### config.mk
export PLATFORM = sky130hd
export DESIGN_NAME = sat_accum_fsm
export DESIGN_NICKNAME = d
export VERILOG_FILES = /design/src/rtl/sat_accum_fsm.sv
export SDC_FILE = /design/constraint.sdc
export NUM_CORES = 1
export LEC_CHECK = 0
export BUFFER_PORTS_ARGS = -buffer_cell sky130_fd_sc_hd__buf_2
export CAP_MARGIN = 20
export CORE_MARGIN = 5
export CORE_UTILIZATION = 35
export CTS_CLUSTER_DIAMETER = 120
export CTS_CLUSTER_SIZE = 12
export DETAILED_ROUTE_END_ITERATION = 8
export MAX_ROUTING_LAYER = met4
export PLACE_DENSITY = 0.61
export SLEW_MARGIN = 20
export SYNTH_ARGS = -nofsm -noshare
export SYNTH_HDL_FRONTEND = slang
export SYNTH_SLANG_ARGS = --single-unit
### constraint.sdc
create_clock -name clk -period 3 [get_ports clk]
set_input_delay 0.75 -clock clk [delete_from_list [all_inputs] [get_ports clk]]
set_output_delay 0.75 -clock clk [all_outputs]
set_load 0.01 [all_outputs]
### src/rtl/sat_accum_fsm.sv
// sat_accum_fsm: multi-channel accumulator sequencer.
// A run accepts BURST_LEN beats from a valid/ready source. Each beat is added
// into the accumulator of its channel at WIDTH+1 bits. Afterwards the block
// presents one result per channel, in channel order, to a valid/ready consumer.
// Overflow either clamps to all-ones (SAT_MODE=1) or wraps (SAT_MODE=0).
// In both modes a per-channel sticky flag records the carry.
module sat_accum_fsm #(
    parameter int WIDTH     = 4,
    parameter int CHANNELS  = 2,
    parameter int BURST_LEN = 4,
    parameter int SAT_MODE  = 1,
    parameter int CW        = (CHANNELS > 1) ? $clog2(CHANNELS) : 1
) (
    input  logic             clk,
    input  logic             rst,
    input  logic             start,
    input  logic             in_valid,
    output logic             in_ready,
    input  logic [CW-1:0]    in_chan,
    input  logic [WIDTH-1:0] in_data,
    output logic             out_valid,
    input  logic             out_ready,
    output logic [CW-1:0]    out_chan,
    output logic [WIDTH-1:0] out_sum,
    output logic             out_ovf,
    output logic             chan_err,
    output logic             busy
);

    // The beat counter must be able to hold the value BURST_LEN itself.
    localparam int BCW   = (BURST_LEN > 1) ? $clog2(BURST_LEN + 1) : 1;
    // in_chan can encode more slots than there are channels.
    localparam int NSLOT = 1 << CW;

    localparam logic [BCW-1:0] LAST_BEAT = BCW'(BURST_LEN - 1);
    localparam logic [CW-1:0]  LAST_CHAN = CW'(CHANNELS - 1);

    // Build a constant table with one bit per in_chan code.
    // Checking a channel is then a single lookup, not a range compare.
    function automatic logic [NSLOT-1:0] legal_chan_mask();
        logic [NSLOT-1:0] m;
        m = '0;
        for (int i = 0; i < NSLOT; i++) begin
            m[i] = (i < CHANNELS);
        end
        return m;
    endfunction

    localparam logic [NSLOT-1:0] CHAN_OK = legal_chan_mask();

    typedef enum logic [1:0] {
        IDLE  = 2'd0,
        ACCUM = 2'd1,
        DRAIN = 2'd2
    } state_t;

    state_t state;
    state_t state_next;

    // Per-channel accumulators and sticky carry flags.
    logic [WIDTH-1:0]    acc [CHANNELS];
    logic [CHANNELS-1:0] ovf;

    logic [BCW-1:0] beat_cnt;
    logic [CW-1:0]  drain_idx;
    logic           chan_err_q;

    // Handshake and control decodes.
    logic clear_run;
    logic accept;
    logic out_fire;
    logic chan_legal;
    logic last_beat;
    logic last_chan;

    // Adder datapath.
    logic [WIDTH-1:0] sel_acc;
    logic [WIDTH:0]   sum_ext;
    logic             carry;
    logic [WIDTH-1:0] upd_val;

    assign accept     = in_valid & in_ready;
    assign out_fire   = out_valid & out_ready;
    assign chan_legal = CHAN_OK[in_chan];
    assign last_beat  = (beat_cnt == LAST_BEAT);
    assign last_chan  = (drain_idx == LAST_CHAN);

    assign busy     = (state != IDLE);
    assign chan_err = chan_err_q;
    assign out_chan = drain_idx;

    // State register. rst takes priority over every other input.
    // NOTE: clocked state always uses non-blocking (<=) assignments. Every
    // flop then samples values from before the edge, whatever order the
    // blocks are evaluated in.
    always_ff @(posedge clk) begin
        if (rst) begin
            state <= IDLE;
        end else begin
            state <= state_next;
        end
    end

    // Next-state logic and handshake outputs for IDLE, ACCUM and DRAIN.
    // NOTE: every signal written here gets a default value first. That
    // leaves no path that keeps an old value, so no latch can be inferred.
    always_comb begin
        state_next = state;
        in_ready   = 1'b0;
        out_valid  = 1'b0;
        clear_run  = 1'b0;
        case (state)
            IDLE: begin
                if (start) begin
                    clear_run  = 1'b1;
                    state_next = ACCUM;
                end
            end
            ACCUM: begin
                in_ready = 1'b1;
                if (accept && last_beat) begin
                    state_next = DRAIN;
                end
            end
            DRAIN: begin
                out_valid = 1'b1;
                if (out_fire && last_chan) begin
                    state_next = IDLE;
                end
            end
            default: begin
                state_next = IDLE;
            end
        endcase
    end

    // Select the accumulator addressed by the incoming beat.
    always_comb begin
        sel_acc = '0;
        for (int i = 0; i < CHANNELS; i++) begin
            if (in_chan == CW'(i)) begin
                sel_acc = acc[i];
            end
        end
    end

    // Add with one extra bit so the carry is never lost.
    // On a carry, clamp to all-ones or wrap, depending on SAT_MODE.
    // A saturated accumulator stays at all-ones: adding any value carries,
    // and adding zero leaves it unchanged.
    always_comb begin
        sum_ext = {1'b0, sel_acc} + {1'b0, in_data};
        carry   = sum_ext[WIDTH];
        if (carry && (SAT_MODE != 0)) begin
            upd_val = '1;
        end else begin
            upd_val = sum_ext[WIDTH-1:0];
        end
    end

    // Accumulator and carry-flag update.
    // Cleared on reset and on start. Otherwise they keep their values so the
    // consumer can read them back during DRAIN.
    // NOTE: acc is built from flops, not mapped to a RAM. That is why it can
    // be cleared in a reset loop. A RAM array would need a sequenced clear.
    always_ff @(posedge clk) begin
        if (rst) begin
            for (int i = 0; i < CHANNELS; i++) begin
                acc[i] <= '0;
            end
            ovf <= '0;
        end else if (clear_run) begin
            for (int i = 0; i < CHANNELS; i++) begin
                acc[i] <= '0;
            end
            ovf <= '0;
        end else if (accept && chan_legal) begin
            for (int i = 0; i < CHANNELS; i++) begin
                if (in_chan == CW'(i)) begin
                    acc[i] <= upd_val;
                    if (carry) begin
                        ovf[i] <= 1'b1;
                    end
                end
            end
        end
    end

    // Beat counter and sticky channel-error flag.
    // An out-of-range beat still counts toward the burst.
    always_ff @(posedge clk) begin
        if (rst) begin
            beat_cnt   <= '0;
            chan_err_q <= 1'b0;
        end else if (clear_run) begin
            beat_cnt   <= '0;
            chan_err_q <= 1'b0;
        end else if (accept) begin
            beat_cnt <= beat_cnt + BCW'(1);
            if (!chan_legal) begin
                chan_err_q <= 1'b1;
            end
        end
    end

    // Drain index. It moves forward one step per result handshake and wraps
    // to 0 after the last channel, ready for the next run.
    always_ff @(posedge clk) begin
        if (rst) begin
            drain_idx <= '0;
        end else if (out_fire) begin
            drain_idx <= last_chan ? '0 : drain_idx + CW'(1);
        end
    end

    // Present the result of the current drain channel straight from the
    // registers, so it holds steady while the consumer stalls.
    always_comb begin
        out_sum = '0;
        out_ovf = 1'b0;
        for (int i = 0; i < CHANNELS; i++) begin
            if (drain_idx == CW'(i)) begin
                out_sum = acc[i];
                out_ovf = ovf[i];
            end
        end
    end

endmodule

-- Word-level counts from Yosys, hierarchy flattened
Memories as Yosys holds them, arrays and structs flattened.
Cells that the tools add are included.
- logic and storage cells: 68
- output and inout bits: 10
- RAM bits: 8
- input port bits: 10
- memories kept: 1
- register bits: 9
- bitwise logic cells: 8
- reduce and logical (&&, ||, !) cells: 10
- muxes and demuxes: 33
- add/sub/neg operators: 3
- order comparisons: 1
- equality and inequality tests: 6
- memories (name ; words ; bits a word ; rd ports ; clocked after Yosys merged registers in ; write ports ; RTL line ; RTL):
    acc ; 2 ; 4 ; 2 ; 0 ; 2 ; 61 ; logic [WIDTH-1:0] acc [CHANNELS];
- operators by type and width (operator ; number):
    $mux W4 ; 7
    $mux W1 ; 22
    $reduce_and A3 Y1 ; 3
    $mux W2 ; 3
    $ne A2 B2 Y1 const B ; 3
    $pmux W2 S3 ; 1
    $add A4 B4 Y5 ; 1
    $or A1 B1 Y1 ; 4
    $add A3 B1 Y3 const B ; 1
    $eq A3 B2 Y1 const B ; 1
    $logic_and A1 B1 Y1 ; 3
    $and A1 B1 Y1 ; 2
    $eq A2 B1 Y1 const B ; 1
    $eq A2 B2 Y1 const B ; 1
    $logic_not A2 Y1 ; 1
    $lt A1 B2 Y1 const B ; 1
    $not A1 Y1 ; 2
    $reduce_and A2 Y1 ; 1
    $reduce_bool A2 Y1 ; 1
    $reduce_or A2 Y1 ; 1
    $add A1 B1 Y1 const B ; 1

-- Depth between registers and ports, before layout
Gate-level depths: netlist (run 1).
- depth after elaboration: 9
- gate-level depth with buffers: 8
- depth with buffers taken out: 7

-- Worst setup path after synthesis (run 1)
OpenSTA, ideal clock, no wires.
- kind: input to register
- start: in in_chan
- end: mem acc[0][0], data pin
- arrival time: 2.067 ns
- stages: 8
- required time: 2.731 ns
- buffers on the path: 1
- slack: 0.663 ns
- cells stage by stage: buf_2 -> mux2_2 -> ha_1 -> inv_1 -> fa_1 -> nor2b_1 -> o22ai_2 -> a21oi_1
- RTL lines (what ; RTL line ; RTL):
    from (decl) ; 19 ; input logic [CW-1:0] in_chan,
    to (decl) ; 61 ;

==> impl_results.md, run 1 <==
* # IOs at 20
* Min-Delay Path Class: reg2reg
* Synth Instances at 90
* Place WS at 0.4639 ns
* Fin crit share at 0.7402
* Area of the multi-input gates at 484.2 sq um
* Wl on met1 at 753 um
* Post-synth top area cell: edfxtp_1
* Endpoint kind of the worst setup timing path: flop
* Detailed Place HPWL at 1427 um
* Met2 Wirelength at 895 um
* Diode count at 0
* Yosys warns at 0
* # port buffers at 18
* Final Util at 0.4048
* Final wirelength at 1784 um
* Dpl cells at 135
* Seq. cell area at 400.4 sq um
* CP cell instances: buf_2 > mux2_2 > ha_1 > inv_1 > fa_1 > nor2b_1 > o22ai_2 > a21oi_1
* Worst Skew at 0.004515 ns
* Post-CTS Setup Repair Bufs at 0
* # fillers at 270
* Highest Clock Rate at 450.3 MHz
* Fin Setup TNS at 0 ns
* Slowest CP cell: mux2_2
* Post-cts hold buffer count at 0
* Overall power at 0.4812 mW
* Most used DFF post-synth: edfxtp_1
* Post-route ant nets at 0
* Ys async rst share at 0
* Pwr dens at 442.6 mW/mm^2
* Placed cell areas at 0.001051 sq mm
* TritonCTS Buffers at 3
* CTS tree: yes
* Clock sinks at 16
* Worst Path Required at 3.03 ns
* Initial antenna violation count at 0
* Max_cap viols at 0
* Row count at 19
* Critical path type: in2reg
* Die height at 62.13 um
* Post-synth cell types at 34
* Core Box Area at 0.002686 sq mm
* Avg WL per Cell at 12.83 um
* Finished layout cell area at 0.001087 sq mm
* VDD IR max at 0.0002318 V
* H-tree Lvls at 1
* Post-DR vias/cell at 5.036
* Netlist Area Pre-Place at 950.9 sq um
* Final period demand of the worst path at 2.221 ns
* Detailed-route via count at 700
* Total grt overflow at 0
* Setup crit start kind: primary input
* Mapped Avg Cell Area at 10.57 sq um
* Layout cells sized above 1 at 0.3426
* Clk pin slew, worst setup/hold paths at 0.10 ns
* Largest net degree at the start of global routing at 10
* Initial DRC count at 12
* Detailed-route DRC error count at 0
* Outcome: completed
* Top post-synthesis cells by area: edfxtp_1 25%, dfxtp_1 17%, mux2_2 8.3%
* Area Overhead vs Synth at 14.34%
* Setup WS post-layout at 0.7795 ns
* Critical path fanouts, max at 7
* Fin. max-slew vios at 0
* Final setup viols at 0
* Vias in the first global route at 712
* Root Driver: clkbuf_4
* PostCTS Resize Cnt at 0
* Post-synthesis sequential area ratio at 0.4211
* Share of the synthesized area in the top cell type at 0.2526
* Hold WS at 0.4959 ns
* Clock tree buffer depth at 2
* Layout Cells excl Fill at 139
* Critical Path Max Stage Delay at 0.36 ns
* Total GRT Usage at 0.1030
* DR WL met3 at 82 um
* Die ar. at 0.003860 sq mm
* EDFF count, synth at 8
* Yosys reg bits at 16
* Critical path arrival at 2.25 ns
* Fin. Hold Viols at 0
* DRT Pass-1 Iters at 4
* Skew-Pair Late Insertion Delay at 0.29 ns
* First-pass GRT wire length at 3105 um
* Die Wd at 62.13 um
* Initial Utilization at 0.3540
* Final nets at 126
* Routability congestion estimate at 0.7298
* Top layer in use: met4
* RSZ-0062 raised after global routing: false
* Syn Nets at 107
* Leakage power at 0.4749 nW
layout by cell type, fill, tap and decap left out, types with 2 or more instances in the layout:
master / count
buf_2: 18
inv_1: 9
edfxtp_1: 8
dfxtp_1: 8
mux2_2: 7
nor2_1: 6
a21oi_1: 6
ha_1: 6
nand2_1: 3
nor3_1: 3
a211oi_2: 3
clkbuf_4: 3
nor2b_1: 2
mux2i_1: 2
xor2_1: 2
o21ai_1: 2
o21ai_0: 2
a21oi_2: 2
worst max-delay path: cells and delay by family:
family / cells / cell delay (ns)
AOI/OAI and AO/OA: 2 / 0.39
adders and majority gates: 2 / 0.43
buffers and inverters: 2 / 0.25
muxes: 1 / 0.36
and+or+nand+nor: 1 / 0.07
power breakdown:
part	leakage, nW	switching [mW]	total, mW	internal (mW)
registers	0.152	0.00648	0.249	0.242
logic	0.302	0.0496	0.0885	0.0389
clock network	0.0210	0.0701	0.144	0.0740
final timing paths:
check | slack [ns] | cells past startpoint | end | from
max | 0.78 | 8 | acc[0][5] | in_chan
min | 0.50 | 2 | ovf[1] | ovf[1]
max reg2reg | 1.10 | 7 | acc[0][5] | acc[0][4]
min reg2reg | 0.50 | 2 | ovf[1] | ovf[1]
Yosys cell counts, types with 2 or more instances:
cell	count
xor2_1	2
mux2_2	7
a21oi_1	6
o21ai_1	2
mux2i_1	2
edfxtp_1	8
a21oi_2	2
dfxtp_1	8
ha_1	6
buf_2	2
o21ai_0	2
nor2_1	6
a211oi_2	3
nand2_1	3
nor2b_1	2
nor3_1	3
inv_1	9
state kept, by name, summed over array words and instances (netlist names):
register  cells
acc           8
beat_cnt      3
out_chan      1
ovf           2
state         2
final cells by class:
| type | count | area share |
|---|---|---|
| Multi-Input combinational cell | 60 | 0.4453 |
| Sequential cell | 16 | 0.3682 |
| Timing Repair Buffer | 18 | 0.08285 |
| Tap cell | 31 | 0.03567 |
| Inverter | 10 | 0.03452 |
| Clock buffer | 4 | 0.03337 |
cell families (layout without fill, tap and decap cells):
| kind of cell | count (synthesis) | count (layout) | share of synthesized area |
|---|---|---|---|
| DFF | 16 | 16 | 0.4210 |
| other | 1 | 1 | 0.003944 |
| adders and majority gates | 7 | 7 | 0.1000 |
| buffers and inverters | 14 | 32 | 0.06973 |
| xor gates and xnor gates | 3 | 3 | 0.02764 |
| AOI/OAI and AO/OA | 19 | 19 | 0.1540 |
| muxes | 9 | 9 | 0.1040 |
| and+or+nand+nor | 21 | 21 | 0.1197 |
per-layer routing:
metal | vias up | global-route usage
met3 | 5 | 0.02703
met5 | - | -
li1 | 352 | -
met1 | 330 | 0.1116
met4 | 0 | 0.06504
met2 | 13 | 0.1658
No activity file was read; power rests on OpenSTA's default activity.
==> inputs of run 2 (changes only) <==
PLACE_DENSITY = 0.63   (was 0.61)
clock period = 1.95 ns   (was 3 ns; I/O delays follow)
==> run 2 against run 1 <==
Against the previous run:
- global-route usage grew 0.64 points
- final area grew 6.3%
- combinational power increased by 82%
- wire length increased by 11%
- utilization rose by 2.6 points
- clock power increased by 56%
- hold slack worse by 0.077 ns
- first-iteration DRC count is 42% higher
- sequential share of layout area shrank 2.2 points
==> impl_results.md, run 2 (same netlist as run 1, synthesis figures left out) <==
* RR Endpoint: acc[0][2]
* Row count at 19 (unchanged)
* Fin crit share at 0.9318
* Die Wd at 62.13 um (unchanged)
* Clock sinks at 16 (unchanged)
* Flop-to-flop setup slack at 0.16 ns (-0.94 ns)
* Max_cap viols at 0 (unchanged)
* Clk pin slew, worst setup/hold paths at 0.10 ns (about the same)
* Min-Delay Path Class: in2reg
* Skew-Pair Late Insertion Delay at 0.29 ns (about the same)
* TritonCTS Buffers at 3 (unchanged)
* Initial antenna violation count at 0 (unchanged)
* Post-route ant nets at 0 (unchanged)
* Most frequent cells in the layout: 18 x buf_2, 8 x inv_1, 8 x edfxtp_1, 8 x dfxtp_1
* Largest registers: acc (8), beat_cnt (3)
* Final nets at 132 (+4.8%)
* Area Overhead vs Synth at 21.58%
* H-tree Lvls at 1 (unchanged)
* Highest Clock Rate at 550.4 MHz
* Worst r2r src: acc[0][0]
* Outcome: completed
* Setup crit start kind: primary input
* Detailed Place HPWL at 1541 um (+8.0%)
* Total GRT Usage at 0.1094 (+0.006390)
* Initial DRC count at 17 (+5)
* # port buffers at 18 (unchanged)
* Largest net degree at the start of global routing at 10 (unchanged)
* Most common cell after layout, fill and taps aside: buf_2
* Vias in the first global route at 702 (-1.4%)
* Critical path origin: in_chan
* Critical path arrival at 1.85 ns (-0.40 ns)
* Post-cts hold buffer count at 0 (unchanged)
* Detailed-route via count at 727 (+3.9%)
* Hold Startpoint: rst
* Largest register FFs at 8 (unchanged)
* Root Driver: clkbuf_4
* Overall power at 0.7666 mW (+59%)
* Die height at 62.13 um (unchanged)
* Worst hold endpoint: out_chan
* Pwr dens at 663.1 mW/mm^2 (+50%)
* Slowest CP cell: mux2_2
* Routability congestion estimate at 0.8687 (+19%)
* Fin. Hold Viols at 0 (unchanged)
* Place WS at -0.2107 ns (-0.6745 ns)
* Post-DR vias/cell at 5.014 (-0.44%)
* Total grt overflow at 0 (unchanged)
* PostCTS Resize Cnt at 0 (unchanged)
* Endpoint kind of the worst setup timing path: flop
* RSZ-0062 raised after global routing: false
* # IOs at 20 (unchanged)
* Hold path depth at 2 (unchanged)
* Diode count at 0 (unchanged)
* R2r worst-path depth at 7 (unchanged)
* Critical Path Max Stage Delay at 0.35 ns (about the same)
* Buf/Inv on CP at 1 (-1)
* Final period demand of the worst path at 1.817 ns
* CTS tree: yes
* Critical path's top delay family: compound AO/OA/AOI/OAI gates
* Detailed-route DRC error count at 0 (unchanged)
* DRT Pass-1 Iters at 4 (unchanged)
* Critical path type: in2reg
* Critical path fanouts, max at 5 (-2)
* First-pass GRT wire length at 3208 um (+3.3%)
* Die ar. at 0.003860 sq mm (unchanged)
* Worst Path Required at 1.98 ns (-1.05 ns)
* Final setup viols at 0 (unchanged)
* Setup WS post-layout at 0.1330 ns (-0.6465 ns)
* Clock tree buffer depth at 2 (unchanged)
* Core Box Area at 0.002686 sq mm (unchanged)
* Post-CTS Setup Repair Bufs at 0 (unchanged)
* Initial Utilization at 0.3540 (unchanged)
* Most flop-heavy register: acc
* Layout cells sized above 1 at 0.4211 (+0.07846)
* Leakage power at 0.5037 nW (+6.1%)
* VDD IR max at 0.0003561 V (+54%)
* Fin. max-slew vios at 0 (unchanged)
* CP cell instances: buf_2 > mux2_2 > ha_2 > or2_1 > o22ai_2 > a21oi_1
* Final wirelength at 1976 um (+11%)
* Worst Skew at 0.001680 ns (-0.002836 ns)
* Avg WL per Cell at 13.63 um (+6.2%)
-- run 2: cell type report --
class / instances / area, sq um
well taps: 31 / 38.79
inverters: 10 / 37.54
flip-flops and latches: 16 / 400.4
repair buffers: 24 / 135.1
clock buffers: 4 / 36.28
multi-input cells: 60 / 508.0
fillers: 268 / 1530
-- run 2: layer usage --
layer | GRT usage | vias to the layer above | wire length, um
met5 | - | - | 0
li1 | - | 362 | -
met3 | 0.02523 | 6 | 90
met4 | 0.06504 | 0 | 47
met2 | 0.1826 | 15 | 993
met1 | 0.1167 | 344 | 844
-- run 2: stage by stage --
stage,TNS (ns),hold WS [ns],cells,area (sq um),util
6_report,0,0.4193,145,1156,0.4304
5_1_grt,0,0.4151,145,1156,0.4304
4_1_cts,0,0.4074,145,1156,0.4304
3_5_place_dp,-1.575,0.4815,141,1120,0.4169
3_3_place_gp,-0.9752,0.4771,141,1120,0.4169
2_1_floorplan,0,0.4646,90,980.9,-
-- run 2: worst register-to-register path, delay by kind of cell, from the launching register on --
family | cells | cell delay [ns]
and+or+nand+nor | 1 | 0.06
buffers and inverters | 1 | 0.06
adders and majority gates | 2 | 0.38
DFF | 1 | 0.39
muxes | 1 | 0.30
AOI/OAI and AO/OA | 2 | 0.36
-- run 2: report_power, final --
| part | switching (mW) | total (mW) | internal [mW] |
|---|---|---|---|
| clock network | 0.110 | 0.224 | 0.114 |
| logic | 0.0854 | 0.161 | 0.0754 |
| registers | 0.00954 | 0.382 | 0.373 |
-- run 2: how the worst max path moves through the flow --
| stage | to | cells after the start |
|---|---|---|
| 2_1_floorplan | acc[0][0] | 8 |
| 3_3_place_gp | acc[0][2] | 8 |
| 3_5_place_dp | acc[0][2] | 8 |
| 4_1_cts | acc[0][2] | 8 |
| 5_1_grt | acc[0][2] | 7 |
| 6_report | acc[0][2] | 6 |
